`src/rtl/spi_ram_cmd_seq_if.sv`:
```
// Host request/response and SPI master hand-off signals for spi_ram_cmd_seq.
// Latency: none (wires only).
// Backpressure: req_valid/req_ready on the host side; spi_busy/spi_done on the SPI side.
//
// slave modport  : sequencer view (consumes requests, drives the SPI master)
// master modport : environment view (host plus SPI master)
//   req_valid/req_wr/req_addr/req_wdata -> sequencer, req_ready <- sequencer
//   rsp_valid/rsp_rdata/rsp_err          <- sequencer
//   spi_start/spi_data_in                <- sequencer
//   spi_busy/spi_done/spi_data_out       -> sequencer
interface spi_ram_cmd_seq_if;
  logic       req_valid;
  logic       req_ready;
  logic       req_wr;
  logic [7:0] req_addr;
  logic [7:0] req_wdata;

  logic       rsp_valid;
  logic [7:0] rsp_rdata;
  logic       rsp_err;

  logic       spi_start;
  logic [9:0] spi_data_in;
  logic       spi_busy;
  logic       spi_done;
  logic [7:0] spi_data_out;

  modport slave (
    input  req_valid, req_wr, req_addr, req_wdata,
    input  spi_busy, spi_done, spi_data_out,
    output req_ready, rsp_valid, rsp_rdata, rsp_err,
    output spi_start, spi_data_in
  );

  modport master (
    output req_valid, req_wr, req_addr, req_wdata,
    output spi_busy, spi_done, spi_data_out,
    input  req_ready, rsp_valid, rsp_rdata, rsp_err,
    input  spi_start, spi_data_in
  );
endinterface

```
`src/rtl/spi_ram_cmd_seq.sv`:
```
// Sequences one host RAM request into two 10-bit SPI frames (address, then data) and returns a response.
// Latency: accept -> rsp_valid = 2 + 2*(N+1) cycles with spi_busy low and spi_done N cycles after each start.
// Backpressure: req_ready only in IDLE; start held off while spi_busy; rsp_valid is a pulse with no backpressure.
//
// Ports:
//   clk    - system clock, rising edge
//   rst_n  - asynchronous active-low reset
//   bus    - spi_ram_cmd_seq_if.slave (host request/response + SPI master start/data/busy/done)
//
// Optional build macro SPI_SEQ_TIMEOUT_EN: adds a per-frame watchdog; a frame waiting
// TIMEOUT_CYCLES WAIT cycles without spi_done aborts the request with rsp_err=1.
// Without the macro no counter exists, WAIT states wait forever and rsp_err is 0.
module spi_ram_cmd_seq #(
  parameter int TIMEOUT_CYCLES = 1024,
  parameter int CNT_W          = $clog2(TIMEOUT_CYCLES + 1)
) (
  input  logic             clk,
  input  logic             rst_n,
  spi_ram_cmd_seq_if.slave bus
);

  // Frame command codes seen by the slave RAM.
  localparam logic [1:0] CMD_WR_ADDR = 2'b00;
  localparam logic [1:0] CMD_WR_DATA = 2'b01;
  localparam logic [1:0] CMD_RD_ADDR = 2'b10;
  localparam logic [1:0] CMD_RD_DATA = 2'b11;

  // Reject configurations where the watchdog counter cannot reach its limit.
  if (TIMEOUT_CYCLES < 1 || CNT_W < $clog2(TIMEOUT_CYCLES + 1)) begin : g_cfg_check
    $error("spi_ram_cmd_seq: TIMEOUT_CYCLES must be >= 1 and CNT_W wide enough to hold it");
  end

  typedef enum logic [2:0] {
    IDLE     = 3'd0,
    F1_START = 3'd1,
    F1_WAIT  = 3'd2,
    F2_START = 3'd3,
    F2_WAIT  = 3'd4,
    RESP     = 3'd5
  } state_t;

  state_t     state_q;
  logic       req_ready_q;
  logic       rsp_valid_q;
  logic [7:0] rsp_rdata_q;
  logic       spi_start_q;
  logic [9:0] spi_data_in_q;
  logic       wr_q;        // captured request direction
  logic [7:0] wdata_q;     // captured write data, needed for the second frame

  // Frame words computed from the live request (F1) and the captured one (F2).
  logic [9:0] frame1_d;
  logic [9:0] frame2_d;
  logic       accept_d;

`ifdef SPI_SEQ_TIMEOUT_EN
  // The counter holds the number of WAIT cycles already spent; the limit is hit
  // on the cycle whose increment would make it equal TIMEOUT_CYCLES.
  localparam logic [CNT_W-1:0] CNT_LAST = CNT_W'(TIMEOUT_CYCLES - 1);
  localparam logic [CNT_W-1:0] CNT_ONE  = CNT_W'(1);

  logic [CNT_W-1:0] cnt_q;
  logic             rsp_err_q;
`endif

  function automatic logic [9:0] frame1(input logic wr, input logic [7:0] addr);
    return {(wr ? CMD_WR_ADDR : CMD_RD_ADDR), addr};
  endfunction

  function automatic logic [9:0] frame2(input logic wr, input logic [7:0] wdata);
    return wr ? {CMD_WR_DATA, wdata} : {CMD_RD_DATA, 8'h00};
  endfunction

  always_comb begin
    accept_d = 1'b0;
    frame1_d = frame1(bus.req_wr, bus.req_addr);
    frame2_d = frame2(wr_q, wdata_q);
    if (state_q == IDLE && bus.req_valid && req_ready_q) begin
      accept_d = 1'b1;
    end
  end

  always_ff @(posedge clk or negedge rst_n) begin
    if (!rst_n) begin
      state_q       <= IDLE;
      req_ready_q   <= 1'b0;
      rsp_valid_q   <= 1'b0;
      rsp_rdata_q   <= 8'h00;
      spi_start_q   <= 1'b0;
      spi_data_in_q <= 10'h000;
      wr_q          <= 1'b0;
      wdata_q       <= 8'h00;
`ifdef SPI_SEQ_TIMEOUT_EN
      cnt_q         <= '0;
      rsp_err_q     <= 1'b0;
`endif
    end else begin
      // Both pulses last exactly one cycle unless re-asserted below.
      spi_start_q <= 1'b0;
      rsp_valid_q <= 1'b0;

      case (state_q)
        IDLE: begin
          // Ready comes up one cycle after reset release or after RESP.
          req_ready_q <= 1'b1;
          if (accept_d) begin
            req_ready_q   <= 1'b0;
            wr_q          <= bus.req_wr;
            wdata_q       <= bus.req_wdata;
            spi_data_in_q <= frame1_d;
            state_q       <= F1_START;
          end
        end

        F1_START: begin
          if (!bus.spi_busy) begin
            spi_start_q <= 1'b1;
            state_q     <= F1_WAIT;
`ifdef SPI_SEQ_TIMEOUT_EN
            cnt_q       <= '0;
`endif
          end
        end

        F1_WAIT: begin
          if (bus.spi_done) begin
            spi_data_in_q <= frame2_d;
            state_q       <= F2_START;
          end
`ifdef SPI_SEQ_TIMEOUT_EN
          else if (cnt_q == CNT_LAST) begin
            // Abort: the data frame is never issued.
            rsp_valid_q <= 1'b1;
            rsp_rdata_q <= 8'h00;
            rsp_err_q   <= 1'b1;
            state_q     <= RESP;
          end else begin
            cnt_q <= cnt_q + CNT_ONE;
          end
`endif
        end

        F2_START: begin
          if (!bus.spi_busy) begin
            spi_start_q <= 1'b1;
            state_q     <= F2_WAIT;
`ifdef SPI_SEQ_TIMEOUT_EN
            cnt_q       <= '0;
`endif
          end
        end

        F2_WAIT: begin
          if (bus.spi_done) begin
            // The response pulse is raised here so it is visible during RESP.
            rsp_valid_q <= 1'b1;
            rsp_rdata_q <= wr_q ? 8'h00 : bus.spi_data_out;
`ifdef SPI_SEQ_TIMEOUT_EN
            rsp_err_q   <= 1'b0;
`endif
            state_q     <= RESP;
          end
`ifdef SPI_SEQ_TIMEOUT_EN
          else if (cnt_q == CNT_LAST) begin
            rsp_valid_q <= 1'b1;
            rsp_rdata_q <= 8'h00;
            rsp_err_q   <= 1'b1;
            state_q     <= RESP;
          end else begin
            cnt_q <= cnt_q + CNT_ONE;
          end
`endif
        end

        RESP: begin
          req_ready_q <= 1'b1;
          state_q     <= IDLE;
        end

        default: begin
          req_ready_q <= 1'b0;
          state_q     <= IDLE;
        end
      endcase
    end
  end

  assign bus.req_ready   = req_ready_q;
  assign bus.rsp_valid   = rsp_valid_q;
  assign bus.rsp_rdata   = rsp_rdata_q;
  assign bus.spi_start   = spi_start_q;
  assign bus.spi_data_in = spi_data_in_q;
`ifdef SPI_SEQ_TIMEOUT_EN
  assign bus.rsp_err     = rsp_err_q;
`else
  assign bus.rsp_err     = 1'b0;
`endif

endmodule

```
`src/flat_wrapper.sv`:
```
// flat-port wrapper written by rule: the top's interface ports become plain ports
module spi_ram_cmd_seq_flat 
#(
  parameter int TIMEOUT_CYCLES = 1024,
  parameter int CNT_W          = $clog2(TIMEOUT_CYCLES + 1)
)
  (clk, rst_n, bus_req_valid, bus_req_wr, bus_req_addr, bus_req_wdata, bus_spi_busy, bus_spi_done, bus_spi_data_out, bus_req_ready, bus_rsp_valid, bus_rsp_rdata, bus_rsp_err, bus_spi_start, bus_spi_data_in);
  spi_ram_cmd_seq_if bus_i ();
  input  logic clk;
  input  logic rst_n;
  input wire logic [$bits(bus_i.req_valid)-1:0] bus_req_valid;
  input wire logic [$bits(bus_i.req_wr)-1:0] bus_req_wr;
  input wire logic [$bits(bus_i.req_addr)-1:0] bus_req_addr;
  input wire logic [$bits(bus_i.req_wdata)-1:0] bus_req_wdata;
  input wire logic [$bits(bus_i.spi_busy)-1:0] bus_spi_busy;
  input wire logic [$bits(bus_i.spi_done)-1:0] bus_spi_done;
  input wire logic [$bits(bus_i.spi_data_out)-1:0] bus_spi_data_out;
  output wire logic [$bits(bus_i.req_ready)-1:0] bus_req_ready;
  output wire logic [$bits(bus_i.rsp_valid)-1:0] bus_rsp_valid;
  output wire logic [$bits(bus_i.rsp_rdata)-1:0] bus_rsp_rdata;
  output wire logic [$bits(bus_i.rsp_err)-1:0] bus_rsp_err;
  output wire logic [$bits(bus_i.spi_start)-1:0] bus_spi_start;
  output wire logic [$bits(bus_i.spi_data_in)-1:0] bus_spi_data_in;
  assign bus_i.req_valid = bus_req_valid;
  assign bus_i.req_wr = bus_req_wr;
  assign bus_i.req_addr = bus_req_addr;
  assign bus_i.req_wdata = bus_req_wdata;
  assign bus_i.spi_busy = bus_spi_busy;
  assign bus_i.spi_done = bus_spi_done;
  assign bus_i.spi_data_out = bus_spi_data_out;
  assign bus_req_ready = bus_i.req_ready;
  assign bus_rsp_valid = bus_i.rsp_valid;
  assign bus_rsp_rdata = bus_i.rsp_rdata;
  assign bus_rsp_err = bus_i.rsp_err;
  assign bus_spi_start = bus_i.spi_start;
  assign bus_spi_data_in = bus_i.spi_data_in;
  spi_ram_cmd_seq #(.TIMEOUT_CYCLES(TIMEOUT_CYCLES), .CNT_W(CNT_W)) u_core (.clk(clk), .rst_n(rst_n), .bus(bus_i));
endmodule
```
`config.mk`:
```
export PLATFORM = sky130hd
export DESIGN_NAME = spi_ram_cmd_seq_flat
export DESIGN_NICKNAME = d
export VERILOG_FILES = /design/src/rtl/spi_ram_cmd_seq_if.sv /design/src/rtl/spi_ram_cmd_seq.sv /design/src/flat_wrapper.sv
export SDC_FILE = /design/constraint.sdc
export NUM_CORES = 1
export LEC_CHECK = 0
export ABC_AREA = 1
export ABC_CLOCK_PERIOD_IN_PS = 1100
export CAP_MARGIN = 25
export CORE_MARGIN = 3
export CORE_UTILIZATION = 41
export CTS_BUF_LIST = sky130_fd_sc_hd__clkbuf_8 sky130_fd_sc_hd__clkbuf_16
export CTS_CLUSTER_DIAMETER = 60
export DETAILED_ROUTE_END_ITERATION = 12
export PLACE_DENSITY = 0.82
export RECOVER_POWER = 50
export REMOVE_ABC_BUFFERS = 1
export SYNTH_ARGS = -nofsm -noshare
export SYNTH_HDL_FRONTEND = slang
export SYNTH_SLANG_ARGS = --single-unit
```
`constraint.sdc`:
```
create_clock -name clk -period 1.1 [get_ports clk]
set_input_delay 0.11 -clock clk [delete_from_list [all_inputs] [get_ports clk]]
set_output_delay 0.11 -clock clk [all_outputs]
set_load 0.05 [all_outputs]
```
==> run_results.csv <==
group,metric,value,unit
worst_setup_path,r2r_slack,-0.24,ns
timing,setup_tns,-5.77,ns
power_and_ir_drop,vdd_drop_max,2050,uV
worst_setup_path,start_kind,"flop",
clock_tree,clockBufferDepth,2,
place,place_congestion,0.832,
global_routing,antenna_found_initial,0,
worst_setup_path,reg2reg_depth,6,
worst_setup_path,crit_fanout,5,
timing,slew_headroom,46.3,%
die,start_util,43.1,%
power_and_ir_drop,p_leak,1.41,nW
clock_tree,cts.clk_slew.worst_paths,0.07,ns
global_routing,grt-ovfl-total,0,
place,dpl.hpwl,3110,um
clock_tree,clock_sinks,33,
global_routing,grt_pass1_wl,7010,um
worst_setup_path,end_kind,"flop",
clock_tree,cts_tree,"built",
timing,finalCritPeriodShare,122,%
synth,mappedNetlistArea,1600,um^2
synth,synth.distinct_cells,21,
run_status,violations,"negative setup slack",
final_layout,diodes,0,
power_and_ir_drop,total_power,0.00927,W
die,rows,22,
global_routing,gr-usage-all-layers,20.5,%
global_routing,grt_max_degree,34,
place,io_buffers,50,
synth,synth-seq-cells,33,
route,wl_per_cell,15.1,um
die,die_x,68.5,um
route,dr.pass1.iters,4,
timing,skew,0.00485,ns
final_layout,mostFrequentLayoutCells,"78 x nand2_1, 31 x dfrtp_1, 29 x clkdlybuf4s50_1",
synth,synthFlopType,"dfrtp_1",
final_layout,final_common_cell,"nand2_1",
worst_setup_path,required,1.33,ns
final_layout,nNetsFinal,308,
route,drcViolationCount,0,
clock_tree,cts_root_buffer,"clkbuf_8",
clock_tree,cts_hold_buf,0,
power_and_ir_drop,power_density,3260,nW/um^2
global_routing,grt_pass1_vias,1523,
clock_tree,clkLatencyLatePin,0.29,ns
synth,ys_seq_area_share,51.6,%
synth,ys_warn_count,0,
die,die-area,4690,um^2
final_layout,post-route-util,76.5,%
clock_tree,numCtsBuffers,5,
worst_setup_path,r2r_start,"u_core.state_q[1]",
timing,tightest_slew,0.805,ns
route,viasPerCell,5.07,
final_layout,final_area,2840,um^2
timing,setup_viol,32,
run_status,outcome,"finished, violations left",
worst_setup_path,arrival,1.58,ns
timing,slew_violations,0,
timing,max_freq,744,MHz
synth,netlist_instances,199,
place,place_area,2500,um^2
timing,hold_viol,0,
synth,syn_area_per_cell,8.05,um^2
clock_tree,cts_max_level,2,
die,io_pins,52,
timing,worst_slack,-0.243,ns
route,finalWirelength,4950,um
worst_setup_path,endpoint,"u_core.bus.spi_data_in[3]",
worst_setup_path,cp-startpoint,"u_core.state_q[1]",
die,core,3720,um^2
route,drt.antenna.violating_nets,0,
worst_setup_path,reg2reg_to,"u_core.bus.spi_data_in[3]",
hold_path,hp-class,"in2async",
synth,synth_edf_count,0,
route,vias,1657,
synth,async_flop_share,100,%
timing,finalCriticalPeriod,1.34,ns
timing,rsz0062_at_grt,"true",
job,cap_viol_max_count,0,
worst_setup_path,crit_type,"reg2reg",
final_layout,drive_gt1_share,34.1,%
die,die_h,68.5,um
place,dpl_worst_slack,-0.281,ns
route,drt-initial-drc-count,166,
final_layout,syn2layout_area_growth,77.4,%
[layer usage]
layer | routed length [um] | part of all wire [%] | up-vias | global-route usage (%)
met5 | 0 | 0 | - | 0
met4 | 114 | 2.3 | 0 | 8.19
met3 | 333 | 6.7 | 13 | 5.35
met2 | 2600 | 53 | 64 | 36.0
met1 | 1910 | 38 | 781 | 23.6
li1 | - | - | 799 | -
[cell families after synthesis]
group	after synthesis	synth area share, %
AOI/OAI and AO/OA	12	3.75
buffers and inverters	17	5.31
DFF	33	51.6
other	1	0.234
and+or+nand+nor	136	39.1
[metrics by stage]
step / std cells / hold slack (ns)
after floorplan: 192 / -0.186
after global placement: 310 / 0.464
after detailed placement: 310 / 0.468
after CTS: 323 / 0.181
after global routing: 327 / 0.368
final: 327 / 0.357
[cell type report]
cell class / instances / area [um^2]
clock inverters: 3 / 13.8
fillers: 223 / 875
inverters: 10 / 48.8
repair buffers: 76 / 963
clock buffers: 5 / 68.8
flip-flops and latches: 33 / 828
multi-input cells: 151 / 851
well taps: 48 / 60.1
repair inverters: 1 / 7.51
[registers in the layout, indices dropped and copies added, names as in the netlist]
register,flops
u_core.bus.spi_start,1
u_core.wr_q,1
u_core.bus.spi_data_in,10
u_core.wdata_q,8
u_core.bus.req_ready,1
u_core.bus.rsp_valid,1
u_core.bus.rsp_rdata,8
u_core.state_q,3
[worst min-delay path by stage]
stage / endpoint / slack [ns] / cells past startpoint
CTS: u_core.wdata_q[2] / 0.18 / 2
detailed placement: u_core.wdata_q[7] / 0.47 / 2
global placement: u_core.wdata_q[4] / 0.46 / 2
finish: u_core.bus.spi_data_in[6] / 0.36 / 2
global route: u_core.wdata_q[5] / 0.37 / 3
floorplan: u_core.bus.req_ready / -0.19 / 0
[repair_timing]
item / 4_1_cts / 5_1_grt
gates cloned: 2 / 1
pin swaps: 5 / 15
endpoints found under the setup margin: 32 / 32
hold endpoints to repair: 0 / 0
setup buffers: 3 / 4
gates resized for setup: 20 / 40
[Yosys cell counts (2+ instances only)]
master     n  area [um^2]
o21ai_0   10         50.1
clkinv_1   2         7.51
buf_2      3         15.0
nand3b_1   8         60.1
nand2_1   89          334
nand2_2    2         12.5
nor2_1     4         15.0
inv_1      7         26.3
nand2_4    2         22.5
nor2_2     2         12.5
dfrtp_1   33          826
buf_4      2         15.0
nand3_1   25          125
a21oi_1    2         10.0
nand3_2    2         20.0
[power breakdown]
| part | switching, W | internal, W | total, W |
|---|---|---|---|
| logic | 0.00332 | 0.00273 | 0.00605 |
| registers | 0.000567 | 0.00177 | 0.00234 |
| clock network | 0.000454 | 0.000429 | 0.000883 |
[worst max-delay path, cell delays in order (launching register included)]
cell and delay (ns):
dfrtp_2 0.45, nor2_4 0.22, nand3_4 0.18, nand2_8 0.16
buf_6 0.13, nand3_1 0.09, nand2_1 0.07
(Power assumes the default switching activity.)
